--- config.mk ---
export PLATFORM = sky130hd
export DESIGN_NAME = alu_operand_loader
export DESIGN_NICKNAME = d
export VERILOG_FILES = /design/src/rtl/alu_pkg.sv /design/src/rtl/alu_operand_loader_debouncer.sv /design/src/rtl/alu_operand_loader.sv
export SDC_FILE = /design/constraint.sdc
export NUM_CORES = 1
export LEC_CHECK = 0
export ABC_AREA = 1
export CAP_MARGIN = 10
export CELL_PAD_IN_SITES_DETAIL_PLACEMENT = 1
export CELL_PAD_IN_SITES_GLOBAL_PLACEMENT = 1
export CORE_MARGIN = 1
export CORE_UTILIZATION = 37
export CTS_BUF_LIST = sky130_fd_sc_hd__clkbuf_2 sky130_fd_sc_hd__clkbuf_4 sky130_fd_sc_hd__clkbuf_8
export DETAILED_ROUTE_END_ITERATION = 10
export HOLD_SLACK_MARGIN = 0.03
export PLACE_DENSITY = 0.85
export SLEW_MARGIN = 20
export SYNTH_ARGS = -nofsm -noshare
export SYNTH_HDL_FRONTEND = slang
export SYNTH_SLANG_ARGS = --single-unit
--- constraint.sdc ---
create_clock -name clk -period 1.4 [get_ports clk]
set_input_delay 0.21 -clock clk [delete_from_list [all_inputs] [get_ports clk]]
set_output_delay 0.21 -clock clk [all_outputs]
set_load 0.02 [all_outputs]
--- src/rtl/alu_pkg.sv ---
// Shared opcode encodings and loader FSM state type for the ALU front-end.
package alu_pkg;

    localparam logic [3:0] OP_ADD = 4'd0;
    localparam logic [3:0] OP_SUB = 4'd1;
    localparam logic [3:0] OP_MUL = 4'd2;
    localparam logic [3:0] OP_DIV = 4'd3;
    localparam logic [3:0] OP_MOD = 4'd4;
    localparam logic [3:0] OP_AND = 4'd5;
    localparam logic [3:0] OP_OR  = 4'd6;
    localparam logic [3:0] OP_XOR = 4'd7;
    localparam logic [3:0] OP_SHL = 4'd8;
    localparam logic [3:0] OP_SHR = 4'd9;
    localparam logic [3:0] OP_MAX = 4'b1001;

    typedef enum logic [2:0] {
        LOAD_A  = 3'd0,
        LOAD_B  = 3'd1,
        LOAD_OP = 3'd2,
        EXEC    = 3'd3,
        SHOW    = 3'd4
    } loader_state_t;

    function automatic logic isDivideOp(input logic [3:0] op);
        return (op == OP_DIV) || (op == OP_MOD);
    endfunction

endpackage

--- src/rtl/alu_operand_loader_debouncer.sv ---
// Synchronises a raw active-low pushbutton, debounces it and emits a single-cycle pulse per press.
module button_debouncer #(
    parameter int DEB_CYCLES = 250000
) (
    input  logic clk,
    input  logic rst_n,
    input  logic key_n,
    output logic press
);

    localparam int CW = $clog2(DEB_CYCLES + 1);
    localparam logic [CW-1:0] CNT_LAST = CW'(DEB_CYCLES - 1);

    logic          sync1_q, sync2_q;
    logic          stable_q, stable_d;
    logic [CW-1:0] cnt_q, cnt_d;
    logic          press_q, press_d;

    // The level flips only after DEB_CYCLES consecutive samples disagree with it.
    always_comb begin
        stable_d = stable_q;
        cnt_d    = '0;
        if (sync2_q != stable_q) begin
            if (cnt_q == CNT_LAST) begin
                stable_d = sync2_q;
            end else begin
                cnt_d = cnt_q + CW'(1);
            end
        end
        press_d = stable_q & ~stable_d;
    end

    always_ff @(posedge clk) begin
        if (!rst_n) begin
            sync1_q  <= 1'b1;
            sync2_q  <= 1'b1;
            stable_q <= 1'b1;
            cnt_q    <= '0;
            press_q  <= 1'b0;
        end else begin
            sync1_q  <= key_n;
            sync2_q  <= sync1_q;
            stable_q <= stable_d;
            cnt_q    <= cnt_d;
            press_q  <= press_d;
        end
    end

    assign press = press_q;

endmodule

--- src/rtl/alu_operand_loader.sv ---
// Board front-end for the ALU: loads A, B and opcode from switches on key presses,
// then captures the combinational ALU result and flags one cycle later for display.
module alu_operand_loader
    import alu_pkg::*;
#(
    parameter int N          = 4,
    parameter int DEB_CYCLES = 250000
) (
    input  logic         clk,
    input  logic         rst_n,
    input  logic [N-1:0] sw_data,
    input  logic [3:0]   sw_op,
    input  logic         key_next_n,
    input  logic         key_clr_n,
    input  logic [N-1:0] alu_result,
    input  logic [3:0]   alu_flags,
    output logic [N-1:0] a,
    output logic [N-1:0] b,
    output logic [3:0]   operator,
    output logic [N-1:0] result_q,
    output logic [3:0]   flags_q,
    output logic         div0_err,
    output logic         op_err,
    output logic         done,
    output logic [2:0]   state_dbg
);

    logic          nextPress, clrPress;
    logic [N-1:0]  swDataMeta_q, swDataSync_q;
    logic [3:0]    swOpMeta_q, swOpSync_q;

    loader_state_t state_q, state_d;
    logic [N-1:0]  opA_q, opA_d, opB_q, opB_d;
    logic [3:0]    opcode_q, opcode_d;
    logic [N-1:0]  resCap_q, resCap_d;
    logic [3:0]    flagsCap_q, flagsCap_d;
    logic          div0_q, div0_d;
    logic          opErr_q, opErr_d;
    logic          done_q, done_d;

    button_debouncer #(.DEB_CYCLES(DEB_CYCLES)) u_next_deb (
        .clk   (clk),
        .rst_n (rst_n),
        .key_n (key_next_n),
        .press (nextPress)
    );

    button_debouncer #(.DEB_CYCLES(DEB_CYCLES)) u_clr_deb (
        .clk   (clk),
        .rst_n (rst_n),
        .key_n (key_clr_n),
        .press (clrPress)
    );

    // EXEC ignores both keys so operands stay stable while the ALU settles.
    always_comb begin
        state_d    = state_q;
        opA_d      = opA_q;
        opB_d      = opB_q;
        opcode_d   = opcode_q;
        resCap_d   = resCap_q;
        flagsCap_d = flagsCap_q;
        div0_d     = div0_q;
        opErr_d    = 1'b0;
        done_d     = 1'b0;
        if (clrPress && state_q != EXEC) begin
            state_d  = LOAD_A;
            opA_d    = '0;
            opB_d    = '0;
            opcode_d = '0;
            div0_d   = 1'b0;
        end else begin
            case (state_q)
                LOAD_A: if (nextPress) begin
                    opA_d   = swDataSync_q;
                    state_d = LOAD_B;
                end
                LOAD_B: if (nextPress) begin
                    opB_d   = swDataSync_q;
                    state_d = LOAD_OP;
                end
                LOAD_OP: if (nextPress) begin
                    if (swOpSync_q <= OP_MAX) begin
                        opcode_d = swOpSync_q;
                        state_d  = EXEC;
                    end else begin
                        opErr_d = 1'b1;
                    end
                end
                EXEC: begin
                    resCap_d   = alu_result;
                    flagsCap_d = alu_flags;
                    div0_d     = isDivideOp(opcode_q) && (opB_q == '0);
                    done_d     = 1'b1;
                    state_d    = SHOW;
                end
                SHOW: if (nextPress) state_d = LOAD_A;
                default: state_d = LOAD_A;
            endcase
        end
    end

    always_ff @(posedge clk) begin
        if (!rst_n) begin
            swDataMeta_q <= '0;
            swDataSync_q <= '0;
            swOpMeta_q   <= '0;
            swOpSync_q   <= '0;
            state_q      <= LOAD_A;
            opA_q        <= '0;
            opB_q        <= '0;
            opcode_q     <= '0;
            resCap_q     <= '0;
            flagsCap_q   <= '0;
            div0_q       <= 1'b0;
            opErr_q      <= 1'b0;
            done_q       <= 1'b0;
        end else begin
            swDataMeta_q <= sw_data;
            swDataSync_q <= swDataMeta_q;
            swOpMeta_q   <= sw_op;
            swOpSync_q   <= swOpMeta_q;
            state_q      <= state_d;
            opA_q        <= opA_d;
            opB_q        <= opB_d;
            opcode_q     <= opcode_d;
            resCap_q     <= resCap_d;
            flagsCap_q   <= flagsCap_d;
            div0_q       <= div0_d;
            opErr_q      <= opErr_d;
            done_q       <= done_d;
        end
    end

    assign a         = opA_q;
    assign b         = opB_q;
    assign operator  = opcode_q;
    assign result_q  = resCap_q;
    assign flags_q   = flagsCap_q;
    assign div0_err  = div0_q;
    assign op_err    = opErr_q;
    assign done      = done_q;
    assign state_dbg = state_q;

endmodule

==> key figures <==
Setup path
  – Critical Path End Type: flip-flop
  – Critical path fanouts, max: 3
  – Reg2reg end: u_clr_deb.stable_q
  – R2R setup slack: -0.01 ns
  – Reg2reg start: u_clr_deb.cnt_q[1]
  – Max incr delay on CP: 0.37 ns
  – CP Launch Point: u_clr_deb.cnt_q[1]
  – Critical path's most frequent cell: nand2_2
  – CP Capture Point: u_clr_deb.stable_q
  – WS Path Type: flip-flop to flip-flop
  – Crit-path cells: ha_4, nand2_2, inv_2, nand3b_1, nor2_2, nand2_4, buf_6, nand2_2, nand3_2
  – Worst EP arrival: 1.66 ns
  – CP max-delay cell: dfxtp_2
  – Startpoint types: flip-flop
  – R2R depth: 9
  – WP data required: 1.65 ns

Synth
  – Synth Net Count: 513
  – Top cell type's share of synthesized area: 48.8%
  – Synthesized area per cell: 7.18 um2
  – Synth unique cells: 25
  – YS warnings: 0
  – Yosys reg bits: 86
  – Area leader, netlist: dfxtp_1
  – Post-synth EDFFs: 0
  – Main area contributors after synthesis: dfxtp_1 49%, nand2_1 11%, nor2_1 10%
  – Top_reg_cell synth: dfxtp_1
  – Cells after synthesis: 491
  – Post-Syn Area: 3530 um2
  – Sequential area share after synthesis: 48.8%
  – Ys async rst share: 0%

GRT
  – Initial antenna violation count: 0
  – Met2 Usage GRT: 37.1%
  – GR Util met1: 21.6%
  – Grt total ovfl: 0
  – Total GRT Usage: 20.0%
  – Largest net degree at the start of global routing: 19
  – GR peak layer: met2
  – Number of global-route vias before repair: 3509
  – Met3 Resource Use GR: 4.64%
  – First-pass GRT wire length: 15.7 mm

Clock tree
  – CTS tree: built
  – CTS H-tree lvls: 3
  – Hold-fix buffers, CTS: 0
  – Worst skew pair latency: 0.36 ns
  – Clk buf depth: 2
  – Clk sink count: 86
  – Clock root cell: clkbuf_8
  – Clock buffers created by TritonCTS: 9
  – Clk pin slew, worst setup/hold paths: 0.09 ns

Die
  – I/O pin count: 46
  – Die Y: 99.6 um
  – Starting Density: 38.2%
  – CORE AREA: 9240 um2
  – Die Wd: 99.6 um
  – Row cnt: 35
  – Die Area: 9920 um2

Place
  – Post-DP HPWL: 6.75 mm
  – IO Port Bufs: 45
  – Dpl cells: 687
  – RD Place Congestion: 0.807
  – Placed cell area: 4330 um2

Run status
  – Status: finished, violations left
  – Failing checks: setup timing

Timing
  – Max frequency: 0.709 GHz
  – Clock skew: 0.0134 ns
  – Setup-failing EPs final: 2
  – Worst slew pin tran: 0.413 ns
  – Crit path time final: 1.41 ns
  – RSZ-0062 raised after global routing: true
  – Slew headroom: 72.2%
  – Final hold vios: 0
  – Worst Setup Slack, final: -0.00994 ns
  – Crit share post-route: 101%
  – Slew Viols, Final: 0

Finish
  – Seq. cell area: 1740 um2
  – Area Growth Syn to Fin: 36.2%
  – Non-filler cells, final: 711
  – Ant diodes: 0
  – Area occupied by multi-input gates: 1710 um2
  – Ratio of cells with drive above 1 in the final layout: 21.1%
  – Fill count: 1155
  – Fin nets: 599
  – Final core utilization: 52.0%
  – Post-route cell area: 4800 um2

Detailed routing
  – First-iteration detailed-routing DRC count: 81
  – Aggregate routed wire length: 10.7 mm
  – WL/cell: 15.1 um
  – Via density: 4.92
  – Routed Antenna Nets: 0
  – Via count: 3499
  – DRC violations left: 0
  – First drt pass iteration count: 4

Pwr
  – Lkg Pwr: 1.97 nW
  – Peak supply drop: 0.557 mV
  – P per Cell Area: 927 nW/um2

Worst hold path
  – HP Class: input pin to flip-flop
  – Hold Path Origin: sw_data[0]

Run
  – Max Cap Violations: 0
report_power, final:
group,switching (mW),internal (mW)
clock network,0.957,0.847
logic,0.0733,0.0928
registers,0.0128,2.47
total,1.04,3.41
worst min path at each step:
stage	endpoint	cells after the start	slack, ns
floorplan	swDataMeta_q[0]	2	0.31
global placement	swDataSync_q[1]	2	0.39
detailed placement	u_next_deb.sync2_q	1	0.40
CTS	swDataMeta_q[0]	3	0.36
global route	swDataMeta_q[0]	3	0.36
finish	swDataMeta_q[0]	3	0.37
cell usage after synthesis (7+ instances only):
cell type,count
o21ai_0,28
nand2_1,105
a21oi_1,29
dfxtp_1,86
or2_2,7
inv_1,63
nand3_1,28
xor2_1,8
nand4_1,7
nor2_1,98
nor3_1,8
layout make-up:
class,instances,area share (%)
repair buffers,81,15.6
multi-input cells,335,35.5
well taps,129,3.36
flip-flops and latches,86,36.3
clock inverters,7,1.62
inverters,64,5.00
clock buffers,9,2.58
cell usage in the layout, fill, tap and decap left out, types with 2 or more instances in the layout:
master           netlist  final
a21oi_1               29     28
buf_4                  1     30
buf_6                  1      3
clkbuf_16              0      2
clkbuf_8               0      9
clkdlybuf4s50_1        0     19
dfxtp_1               86     72
dfxtp_2                0     13
dlygate4sd2_1          0     24
inv_1                 63     59
inv_2                  1      5
inv_6                  0      4
nand2_1              105     99
nand2_2                3      6
nand2_4                0      4
nand3_1               28     21
nand3_2                0      6
nand3b_1               2      2
nand4_1                7      7
nor2_1                98     82
nor2_2                 1     14
nor2_4                 1      4
nor3_1                 8      4
nor3_2                 0      4
o21ai_0               28     25
o21ai_1                1      3
or2_2                  7      7
xnor2_1                4      4
xor2_1                 8      8
metrics by stage:
| stage | setup slack [ns] | hold WS [ns] | setup TNS [ns] | power (mW) |
|---|---|---|---|---|
| after floorplan | 0.0230 | 0.308 | 0 | 2.60 |
| after global placement | -0.195 | 0.395 | -3.98 | 2.68 |
| after detailed placement | -0.269 | 0.400 | -6.26 | 2.69 |
| after CTS | 0.00396 | 0.360 | 0 | 4.48 |
| after global routing | -0.0771 | 0.360 | -1.70 | 4.63 |
| final | -0.00994 | 0.373 | -0.0119 | 4.45 |
cell families (layout without fill, tap and decap cells):
kind of cell	after synthesis	in the layout	share of synthesized area, %
and+or+nand+nor	260	261	30.7
DFF	86	86	48.8
buffers and inverters	71	161	7.91
AOI/OAI and AO/OA	60	60	8.91
xor gates and xnor gates	12	12	2.98
adders and majority gates	2	2	0.710
per-layer routing:
metal / part of all wire (%) / vias up
met1: 40 / 1685
met2: 54 / 82
met5: 0 / -
met4: 2.5 / 0
met3: 3.5 / 25
li1: - / 1707
sequential cells by signal, summed over array words and instances (netlist names), 3 cells and up:
signal and count:
u_clr_deb.cnt_q 18, u_next_deb.cnt_q 18, a 4, b 4, flags_q 4, operator 4
result_q 4, swDataMeta_q 4, swDataSync_q 4, swOpMeta_q 4, swOpSync_q 4, state_dbg 3
timing repair:
item                       in CTS  in global routing
setup buffers                   0                  4
resized for setup              45                 52
gates cloned                    1                  3
setup endpoints to repair      50                 54
pin swaps                       3                  9
critical path: cells and delay by family (launching register included):
| family | cells | cell delay, ns |
|---|---|---|
| and+or+nand+nor | 6 | 0.57 |
| DFF | 1 | 0.37 |
| buffers and inverters | 2 | 0.20 |
| adders and majority gates | 1 | 0.16 |
Note: power is estimated with default switching activity, not from simulation.
